--- config.mk ---
export PLATFORM = sky130hd
export DESIGN_NAME = sa_tile_ctrl
export DESIGN_NICKNAME = d
export VERILOG_FILES = /design/src/rtl/sa_ctrl_pkg.sv /design/src/rtl/sa_tile_ctrl_perf.sv /design/src/rtl/sa_tile_ctrl.sv
export SDC_FILE = /design/constraint.sdc
export NUM_CORES = 1
export LEC_CHECK = 0
export BUFFER_PORTS_ARGS = -buffer_cell sky130_fd_sc_hd__buf_4
export CORE_ASPECT_RATIO = 1.4
export CORE_MARGIN = 2
export CORE_UTILIZATION = 35
export CTS_BUF_LIST = sky130_fd_sc_hd__clkbuf_4 sky130_fd_sc_hd__clkbuf_8
export DETAILED_ROUTE_END_ITERATION = 10
export SLEW_MARGIN = 20
export SYNTH_ARGS = -nofsm -noshare
export SYNTH_HDL_FRONTEND = slang
export SYNTH_SLANG_ARGS = --single-unit
--- constraint.sdc ---
create_clock -name clk -period 4.7 [get_ports clk]
set_clock_uncertainty 0.15 [all_clocks]
set_input_delay 0.94 -clock clk [delete_from_list [all_inputs] [get_ports clk]]
set_output_delay 0.94 -clock clk [all_outputs]
set_load 0.03 [all_outputs]
--- src/rtl/sa_ctrl_pkg.sv ---
// Shared types and defaults for the systolic-array tile job controller.
package sa_ctrl_pkg;

  localparam int ROWS_DEF  = 8;
  localparam int LEN_W_DEF = 16;

  typedef enum logic [2:0] {
    ST_IDLE,
    ST_FEED,
    ST_WAIT,
    ST_DRAIN,
    ST_DONE
  } state_t;

  function automatic int timeout_default(input int rows);
    return rows * 4;
  endfunction

endpackage

--- src/rtl/sa_tile_ctrl_perf.sv ---
// Saturating job-cycle and feed-stall counters; only built with SA_TILE_CTRL_PERF_EN.
module sa_tile_ctrl_perf (
  input  logic        clk,
  input  logic        rst,
  input  logic        start,
  input  logic        active,
  input  logic        stall,
  output logic [31:0] job_cyc,
  output logic [31:0] stall_cyc
);

  function automatic logic [31:0] sat_inc(input logic [31:0] v);
    return (&v) ? v : v + 32'd1;
  endfunction

  always_ff @(posedge clk) begin
    if (rst) begin
      job_cyc   <= '0;
      stall_cyc <= '0;
    end else if (start) begin
      job_cyc   <= '0;
      stall_cyc <= '0;
    end else begin
      if (active) job_cyc   <= sat_inc(job_cyc);
      if (stall)  stall_cyc <= sat_inc(stall_cyc);
    end
  end

endmodule

--- src/rtl/sa_tile_ctrl.sv ---
// Job sequencer for the systolic-array core: feeds K beats, waits for all rows, pops the result.
// Optional perf counters are enabled with the SA_TILE_CTRL_PERF_EN macro.
module sa_tile_ctrl
  import sa_ctrl_pkg::*;
#(
  parameter int ROWS    = ROWS_DEF,
  parameter int LEN_W   = LEN_W_DEF,
  parameter int TIMEOUT = timeout_default(ROWS_DEF)
) (
  input  logic             clk,
  input  logic             rst,
  input  logic             cmd_valid,
  output logic             cmd_ready,
  input  logic [LEN_W-1:0] cmd_len,
  input  logic             src_valid,
  output logic             src_ready,
  output logic             sa_inpvalid,
  input  logic [ROWS-1:0]  sa_rvalid,
  output logic             sa_outread,
  output logic             res_valid,
  input  logic             res_ready,
  output logic             done,
  output logic             busy,
  output logic             err,
  output logic [31:0]      perf_job_cyc,
  output logic [31:0]      perf_stall_cyc
);

  localparam int TO_W = (TIMEOUT > 1) ? $clog2(TIMEOUT) : 1;

  state_t           state, state_nxt;
  logic [LEN_W-1:0] len_q;
  logic [LEN_W-1:0] beat_cnt;
  logic [TO_W-1:0]  to_cnt;
  logic             all_v, accept, beat, last_beat, to_hit;

  assign all_v     = &sa_rvalid;
  assign accept    = (state == ST_IDLE) && cmd_valid;
  assign beat      = (state == ST_FEED) && src_valid;
  assign last_beat = beat && (beat_cnt == len_q - LEN_W'(1));
  assign to_hit    = (to_cnt == TO_W'(TIMEOUT - 1));

  assign busy        = (state != ST_IDLE);
  assign sa_inpvalid = src_valid && src_ready;

  always_ff @(posedge clk) begin
    if (rst) state <= ST_IDLE;
    else     state <= state_nxt;
  end

  always_comb begin
    state_nxt  = state;
    cmd_ready  = 1'b0;
    src_ready  = 1'b0;
    res_valid  = 1'b0;
    sa_outread = 1'b0;
    done       = 1'b0;
    case (state)
      ST_IDLE: begin
        cmd_ready = 1'b1;
        if (cmd_valid) state_nxt = (cmd_len == '0) ? ST_DONE : ST_FEED;
      end
      ST_FEED: begin
        src_ready = 1'b1;
        if (last_beat) state_nxt = ST_WAIT;
      end
      ST_WAIT: begin
        // A complete row set wins over a timeout landing in the same cycle.
        if (all_v)       state_nxt = ST_DRAIN;
        else if (to_hit) state_nxt = ST_DONE;
      end
      ST_DRAIN: begin
        res_valid = all_v;
        if (all_v && res_ready) begin
          sa_outread = 1'b1;
          state_nxt  = ST_DONE;
        end
      end
      ST_DONE: begin
        done      = 1'b1;
        state_nxt = ST_IDLE;
      end
      default: state_nxt = ST_IDLE;
    endcase
  end

  // Job length is data-like: captured on accept, never reset.
  always_ff @(posedge clk) begin
    if (accept) len_q <= cmd_len;
  end

  always_ff @(posedge clk) begin
    if (rst) begin
      beat_cnt <= '0;
      to_cnt   <= '0;
      err      <= 1'b0;
    end else begin
      if (accept) begin
        beat_cnt <= '0;
        to_cnt   <= '0;
        err      <= (cmd_len == '0);
      end
      if (beat && !last_beat) beat_cnt <= beat_cnt + LEN_W'(1);
      if (state == ST_WAIT) begin
        to_cnt <= all_v ? '0 : to_cnt + TO_W'(1);
        if (!all_v && to_hit) err <= 1'b1;
      end
      if (state == ST_DRAIN && !all_v) err <= 1'b1;
    end
  end

`ifdef SA_TILE_CTRL_PERF_EN
  sa_tile_ctrl_perf u_perf (
    .clk       (clk),
    .rst       (rst),
    .start     (accept),
    .active    (busy),
    .stall     ((state == ST_FEED) && !src_valid),
    .job_cyc   (perf_job_cyc),
    .stall_cyc (perf_stall_cyc)
  );
`else
  assign perf_job_cyc   = '0;
  assign perf_stall_cyc = '0;
`endif

endmodule

======== After elaboration in Yosys (flattened, before gate mapping) ========
Index checks and enable logic that the tools add are counted.
storage, ports and cells
  register bits ........................... 41
  input bits .............................. 29
  output and inout port bits .............. 72
  word-level logic and storage cells ...... 57
cells by class
  $add $sub $neg .......................... 3
  equal/unequal tests ..................... 10
  mux-type cells .......................... 22
  reduce and logical (&&, ||, !) cells .... 17
operator list
  operator                 count
  $mux W16                 2
  $mux W3                  6
  $add A16 B1 Y16 const B  1
  $eq A16 B16 Y1           1
  $logic_not A16 Y1        1
  $sub A16 B1 Y16 const B  1
  $mux W5                  3
  $pmux W3 S4              1
  $mux W1                  10
  $logic_and A1 B1 Y1      8
  $reduce_and A8 Y1        1
  $eq A3 B2 Y1 const B     2
  $ne A2 B2 Y1 const B     3
  $add A5 B1 Y5 const B    1
  $eq A5 B5 Y1 const B     1
  $reduce_and A4 Y1        1
  $reduce_bool A2 Y1       2
  $eq A3 B1 Y1 const B     1
  $eq A3 B3 Y1 const B     1
  $logic_not A3 Y1         1
  $ne A3 B3 Y1 const B     1
  $reduce_bool A3 Y1       1
  $logic_not A1 Y1         2

======== Longest topological paths before layout ========
Gate-level depths: netlist (run 1).
  depth after elaboration ................. 6
  depth in mapped cells ................... 12
  gate-level depth less buffers ........... 10

======== Worst setup path after synthesis (run 1) ========
No wires, ideal clock.
  path kind ............................... reg-to-reg
  start point ............................. reg len_q[3]
  end point ............................... reg beat_cnt[10]
  setup time .............................. 0.122 ns
  arrival ................................. 3.024 ns
  required time ........................... 4.428 ns
  path slack .............................. 1.405 ns
  stages on the path, launching flop included .. 9
  buffers on the path ..................... 1
  clock period less this slack ............ 3.295 ns
  cells stage by stage .................... edfxtp_1 > or4_4 > or2_1 > or4_1 > xnor2_1 > or4_4 > o211a_1 > buf_2 > a221o_1
on the way
  word-level cells in the longest chain between the ends .. 6
  elaborated cells between the ends (all ways) .. 7
  those cells by class .................... 1 x add/sub; 1 x eq/ne; 1 x mux; 4 x reduce/logical
ends and longest elaborated chain
  item                                                   RTL line             source
  start, declared                                        sa_tile_ctrl.sv:32   logic [LEN_W-1:0] len_q;
  start signal, assigned                                 sa_tile_ctrl.sv:89   if (accept) len_q <= cmd_len;
  $sub A16 B1 Y16 (*)                                    sa_tile_ctrl.sv:40   assign last_beat = beat && (beat_cnt == len_q - LEN_W'(1));
  $eq A16 B16 Y1 (*)                                     sa_tile_ctrl.sv:40
  $logic_and A1 B1 Y1 (*)                                sa_tile_ctrl.sv:40
  $logic_not A1 Y1 (*)                                   sa_tile_ctrl.sv:103  if (beat && !last_beat) beat_cnt <= beat_cnt + LEN_W'(1);
  $logic_and A1 B1 Y1 (*)                                sa_tile_ctrl.sv:103
  $mux W16 / $reduce_bool A2 Y1 (equally long branches)  --
  end signal, assigned                                   sa_tile_ctrl.sv:103
  end, declared                                          sa_tile_ctrl.sv:33   logic [LEN_W-1:0] beat_cnt;
Mark *: on every way between the ends. The rest lies on a longest branch, timed or not.
A chain may end at the register's enable or synchronous reset.

======== Worst setup path after layout (run 1) ========
  start point ............................. reg len_q[3]
  end point ............................... reg beat_cnt[6]
The elaborated chain is that of the path after synthesis.

==> results of run 1 <==
[final cells by class]
cell class / instances / area (µm²) / share of cell area (%)
clock inverters: 2 / 33.8 / 1.09
clock buffers: 6 / 76.3 / 2.47
inverters: 10 / 37.5 / 1.21
well taps: 102 / 128 / 4.12
flip-flops and latches: 41 / 981 / 31.7
multi-input cells: 268 / 1570 / 50.7
repair buffers: 36 / 270 / 8.73
[routing by layer]
layer / up-vias / global-route usage, % / share of wire (%)
li1: 1115 / - / -
met1: 1042 / 14.6 / 38
met2: 88 / 23.0 / 54
met3: 11 / 2.20 / 5.1
met4: 0 / 6.78 / 2.9
met5: - / 0 / 0
[worst max-delay path, cell delays in order (launching register included)]
cell and delay, ps:
edfxtp_1 470, or4_4 570, or2_1 240, or4_1 420, xnor2_1 140, or4_4 510
o211a_1 420, and3_1 260, a221o_1 240
[cells by family after synthesis]
group	after synthesis	share of synthesized area, %
and+or+nand+nor	123	23.1
buffers and inverters	84	19.6
AOI/OAI and AO/OA	49	12.4
DFF	41	34.1
xor gates and xnor gates	23	7.00
muxes	5	1.83
adders and majority gates	4	1.74
other	1	0.130
[how the worst max path moves through the flow]
stage | to | slack [ps] | cells after the start
floorplan | beat_cnt[10] | 1400 | 8
global placement | beat_cnt[6] | 1200 | 8
detailed placement | beat_cnt[2] | 1160 | 8
CTS | beat_cnt[2] | 1150 | 8
global route | beat_cnt[2] | 950 | 10
finish | beat_cnt[6] | 1150 | 8
[per-stage QoR]
step                instance area (µm²)  cells  hold slack, ps  power [mW]
CTS                                3090    465             326        1.10
detailed placement                 2980    457             314       0.817
global route                       3090    465             351        1.15
finish                             3090    465             329        1.09
floorplan                          3110    393             286       0.769
global placement                   2980    457             297       0.812
[registers in the layout, summed over array words and instances (netlist names)]
register,flops
beat_cnt,16
len_q,16
to_cnt,5
state,3
err,1
[layout by cell type (no fill, tap or decap), drive strengths merged, types with 11 or more instances in the layout]
cell type	n
nand2	22
dfxtp	25
edfxtp	16
conb	64
nor2	27
xnor2	14
buf	36
a21oi	11
and3	11
[Yosys cell counts, drive strengths merged, types with 8 or more instances]
cell type / n / area share [%]
buf: 67 / 17
nor2: 27 / 3.5
dfxtp: 25 / 17
nand2: 22 / 2.9
edfxtp: 16 / 17
xnor2: 14 / 4.3
a21oi: 11 / 1.9
and3: 11 / 2.4
inv: 10 / 1.3
nor4: 10 / 2.2
xor2: 9 / 2.7
nand3: 8 / 1.4
[power by group through the flow]
stage                     registers (mW)  logic, mW  clock network, mW
after detailed placement           0.469      0.348                  0
final                              0.461      0.348              0.284
after CTS                          0.461      0.349              0.292
after floorplan                    0.448      0.320                  0
after global placement             0.468      0.344                  0
after global routing               0.468      0.383              0.301
==> results.py, run 1 <==
metrics = {
    "run_status": {
        "outcome": "finished clean",
    },
    "critical_path": {
        "r2r_start": "len_q[3]",
        "setup.worst_path.start": "len_q[3]",
        "cp_max_fo": 17,
        "r2r_cells": 8,
        "worstPathArrival_ps": 3590,
        "regToRegSetupSlack_ps": 1150,
        "crit_path_start_kind": "register",
        "crit_path_end_kind": "register",
        "reg2reg_to": "beat_cnt[6]",
        "cp_data_required_time_ps": 4740,
        "crit_type": "reg -> reg",
    },
    "synthesis": {
        "syn_area_per_cell_um2": 8.72,
        "yosysUniqueCellTypes": 57,
        "synth_edf_count": 16,
        "netlist_area_um2": 2880,
        "ys.flop_type": "dfxtp_1",
        "async_flop_share_pct": 0,
        "ys_warn_count": 0,
        "syn_inst": 330,
        "ys_ff_latch": 41,
        "yosysSeqAreaShare_pct": 34.1,
    },
    "cts": {
        "cts_root_buf": "clkbuf_8",
        "holdBufCountCts": 0,
        "clock_path_buffers": 2,
        "cts-resized-gates": 0,
        "cts_tree": "done",
        "postCtsSetupBuffers": 0,
        "cts.sink_count": 41,
        "clk_pin_slew_ps": 80,
        "numCtsBuffers": 5,
        "worstSkewPairLatency_ps": 300,
        "htreeDepth": 2,
    },
    "finish": {
        "nFillCells": 832,
        "final_layout_size_suffix_gt1_share_pct": 14.9,
        "syn_to_final_growth_pct": 7.57,
        "fin_nets": 395,
        "insertedDiodeCount": 0,
        "final_util_pct": 38.4,
    },
    "hold_path": {
        "min_to": "to_cnt[3]",
        "min_from": "to_cnt[3]",
        "hold_depth": 2,
        "hold_path_class": "reg -> reg",
    },
    "placed_design": {
        "io_buffers": 36,
        "place_congestion": 0.799,
        "hpwl_um": 4510,
        "pre_cts_ws_ps": 1160,
    },
    "floorplan": {
        "dieHeight_um": 111,
        "dieWidth_um": 80.6,
        "core_um2": 8050,
        "num_io_pins": 101,
        "die-area_um2": 8970,
        "num_rows": 39,
        "initial_core_util_pct": 35.7,
    },
    "power_and_ir_drop": {
        "irDropWorstVdd_v": 0.000192,
        "p_comb_share_pct": 31.8,
        "p_per_area_nw_per_um2": 353,
        "seq_power_share_pct": 42.2,
        "power.share.clock_pct": 26.0,
        "leakage_nw": 1.34,
        "p_sw_share_pct": 37.0,
        "p_int_uw": 689,
        "p_sw_uw": 404,
    },
    "global_route": {
        "grt_pass1_vias": 1987,
        "track_usage_pct": 13.0,
        "antenna_found_initial": 0,
        "overflow": 0,
        "grt_max_degree": 19,
        "grt_pass1_wl_um": 9160,
    },
    "detailed_routing": {
        "ant_nets": 0,
        "drtIter0Drc": 81,
        "routedWlPerCell_um": 12.1,
        "via_per_inst": 4.85,
        "drc": 0,
        "vias": 2256,
        "drt_first_pass_iters": 5,
        "routed_wl_um": 5640,
    },
    "sta": {
        "post-route-period-util_pct": 75.5,
        "final.setup.tns_ps": 0,
        "tightest_slew_ps": 640,
        "setup-violations-final": 0,
        "timing.fmax_mhz": 282,
        "period_needed_ps": 3550,
        "drv_slew": 0,
        "max-slew-margin-rel_pct": 57.3,
        "rsz0062_at_grt": "false",
        "fin_ws_ps": 1150,
        "hold_violations": 0,
    },
    "run": {
        "cap_violations": 0,
    },
}
(Power assumes the default switching activity.)
==> run 2, diff against run 1 <==
clock period = 3.3 ns   (was 4.7 ns; I/O delays follow)
==> run 2 against run 1 <==
  * Sequential power increased by 38%
  * Global-route usage increased by 0.073 points
  * Maximum frequency increased by 11%
  * Total power increased by 42%
  * Non-clock buffer count increased by 22
  * Critical path depth unchanged
  * Sequential share of layout area decreased by 2.2 points
  * Clock power increased by 15%
  * Clock-buffer cell count decreased by 1
  * Register-to-register slack got worse by 1100 ps
  * Largest cell class unchanged
  * Largest power group unchanged
==> results.py, run 2 (synthesis gave the netlist of run 1 again) <==
metrics = {
    "global_route": {
        "met2_usage_pct": 23.8,
        "track_usage_pct": 13.1,
        "grt-busiest-layer": "met2",
        "grtUsageMet3_pct": 2.52,
        "grt_max_degree": 19,
        "overflow": 0,
        "grt_pass1_wl_um": 9210,
        "grt_pass1_vias": 2040,
        "grt_use_met1_pct": 14.1,
        "antenna_found_initial": 0,
    },
    "cts": {
        "clk_pin_slew_ps": 80,
        "cts_root_buf": "clkbuf_8",
        "cts.sink_count": 41,
        "worstSkewPairLatency_ps": 300,
        "htreeDepth": 2,
        "numCtsBuffers": 5,
        "cts_tree": "done",
        "clock_path_buffers": 2,
    },
    "critical_path": {
        "cp_max_fo": 5,
        "reg2reg_to": "beat_cnt[6]",
        "regToRegSetupSlack_ps": 90,
        "crit_path_end_kind": "register",
        "r2r_cells": 8,
        "crit_path_start_kind": "register",
        "crit_type": "reg -> reg",
        "worstPathArrival_ps": 3260,
        "cp_data_required_time_ps": 3350,
        "r2r_start": "len_q[5]",
    },
    "sta": {
        "hold_violations": 0,
        "post-route-period-util_pct": 97.3,
        "tightest_slew_ps": 627,
        "rsz0062_at_grt": "false",
        "max-slew-margin-rel_pct": 57.8,
        "final.setup.tns_ps": 0,
        "setup-violations-final": 0,
        "fin_ws_ps": 90.5,
        "hold_ws_ps": 315,
        "drv_slew": 0,
        "timing.fmax_mhz": 312,
        "period_needed_ps": 3210,
    },
    "floorplan": {
        "initial_core_util_pct": 35.7,
        "die-area_um2": 8970,
        "core_um2": 8050,
        "dieWidth_um": 80.6,
        "num_io_pins": 101,
        "dieHeight_um": 111,
        "num_rows": 39,
    },
    "placed_design": {
        "place_congestion": 0.846,
        "pre_cts_ws_ps": -132,
        "io_buffers": 36,
        "hpwl_um": 4560,
    },
    "detailed_routing": {
        "drt_first_pass_iters": 4,
        "ant_nets": 0,
        "vias": 2344,
        "drc": 0,
        "routed_wl_um": 5940,
        "via_per_inst": 4.79,
        "routedWlPerCell_um": 12.1,
        "drtIter0Drc": 78,
    },
    "power_and_ir_drop": {
        "p_per_area_nw_per_um2": 466,
        "irDropWorstVdd_v": 0.000255,
        "leakage_nw": 1.45,
        "p_total_mw": 1.55,
    },
    "hold_path": {
        "min_from": "to_cnt[3]",
        "hold_depth": 2,
        "min_to": "to_cnt[3]",
        "hold_path_class": "reg -> reg",
    },
    "finish": {
        "insertedDiodeCount": 0,
        "syn_to_final_growth_pct": 15.7,
        "fin_nets": 419,
        "final_cell_mix": "64 x conb_1, 56 x buf_4, 26 x nor2_1, 25 x dfxtp_1, 22 x nand2_1",
        "nFillCells": 799,
        "reg.largest.list": "beat_cnt x16, len_q x16, to_cnt x5",
        "final_common_cell": "conb_1",
        "final_layout_size_suffix_gt1_share_pct": 22.2,
        "final_util_pct": 41.3,
    },
    "run": {
        "cap_violations": 0,
    },
    "run_status": {
        "outcome": "finished clean",
    },
}
==> run 2: cell count changes in the layout (fill, tap and decap cells not counted), moves of 2 or more <==
cell,previous run,this run
o211a_4,0,2
or4_4,2,4
buf_6,0,2
buf_4,36,56
or4_1,4,2
==> run 2: power breakdown <==
part | internal, mW | total, mW | leakage [nW] | switching [mW]
Sequential | 0.589 | 0.637 | 0.354 | 0.0485
Clock | 0.145 | 0.326 | 0.0401 | 0.181
Combinational | 0.215 | 0.586 | 1.05 | 0.371
==> run 2: metal layers <==
metal	wire, µm	share of wire [%]
met1	2300	39
met2	3170	53
met3	304	5.1
met4	164	2.8
met5	0	0
==> run 2: final cells by class <==
cell class                 instances  area (µm²)  share of cell area, %
multi-input combinational        270        1650                   49.6
sequential                        41         981                   29.5
timing repair buffer              58         443                   13.3
tap                              102         128                   3.84
clock buffer                       5        68.8                   2.07
inverter                          10        37.5                   1.13
clock inverter                     3        17.5                  0.527
==> run 2: worst max-delay path by stage <==
stage	to	cells after the start	from	slack, ps
global placement	beat_cnt[6]	8	len_q[5]	-80
CTS	beat_cnt[1]	10	len_q[5]	10
finish	beat_cnt[6]	8	len_q[5]	90
global route	beat_cnt[11]	8	len_q[5]	3
floorplan	beat_cnt[10]	8	len_q[3]	5
detailed placement	beat_cnt[6]	8	len_q[5]	-130
==> run 2: per-stage QoR <==
stage,instance area [µm²],instances
floorplan,3110,393
global placement,3130,476
detailed placement,3130,476
CTS,3220,484
global route,3330,489
finish,3330,489
==> run 2: critical path, cell delays in order, from the launching register on <==
cell and delay [ps]:
edfxtp_1 400, or4_4 550, or2_4 270, or4_4 410
xnor2_1 140, or4_4 470, o211a_4 300, and3_1 180
a221o_1 240
==> run 2: what timing repair did <==
action,in CTS,in global routing
cloned,0,2
resized for setup,2,12
hold buffers,0,0
buffers inserted,0,3
endpoints found under the setup margin,7,14
pin swaps,1,3
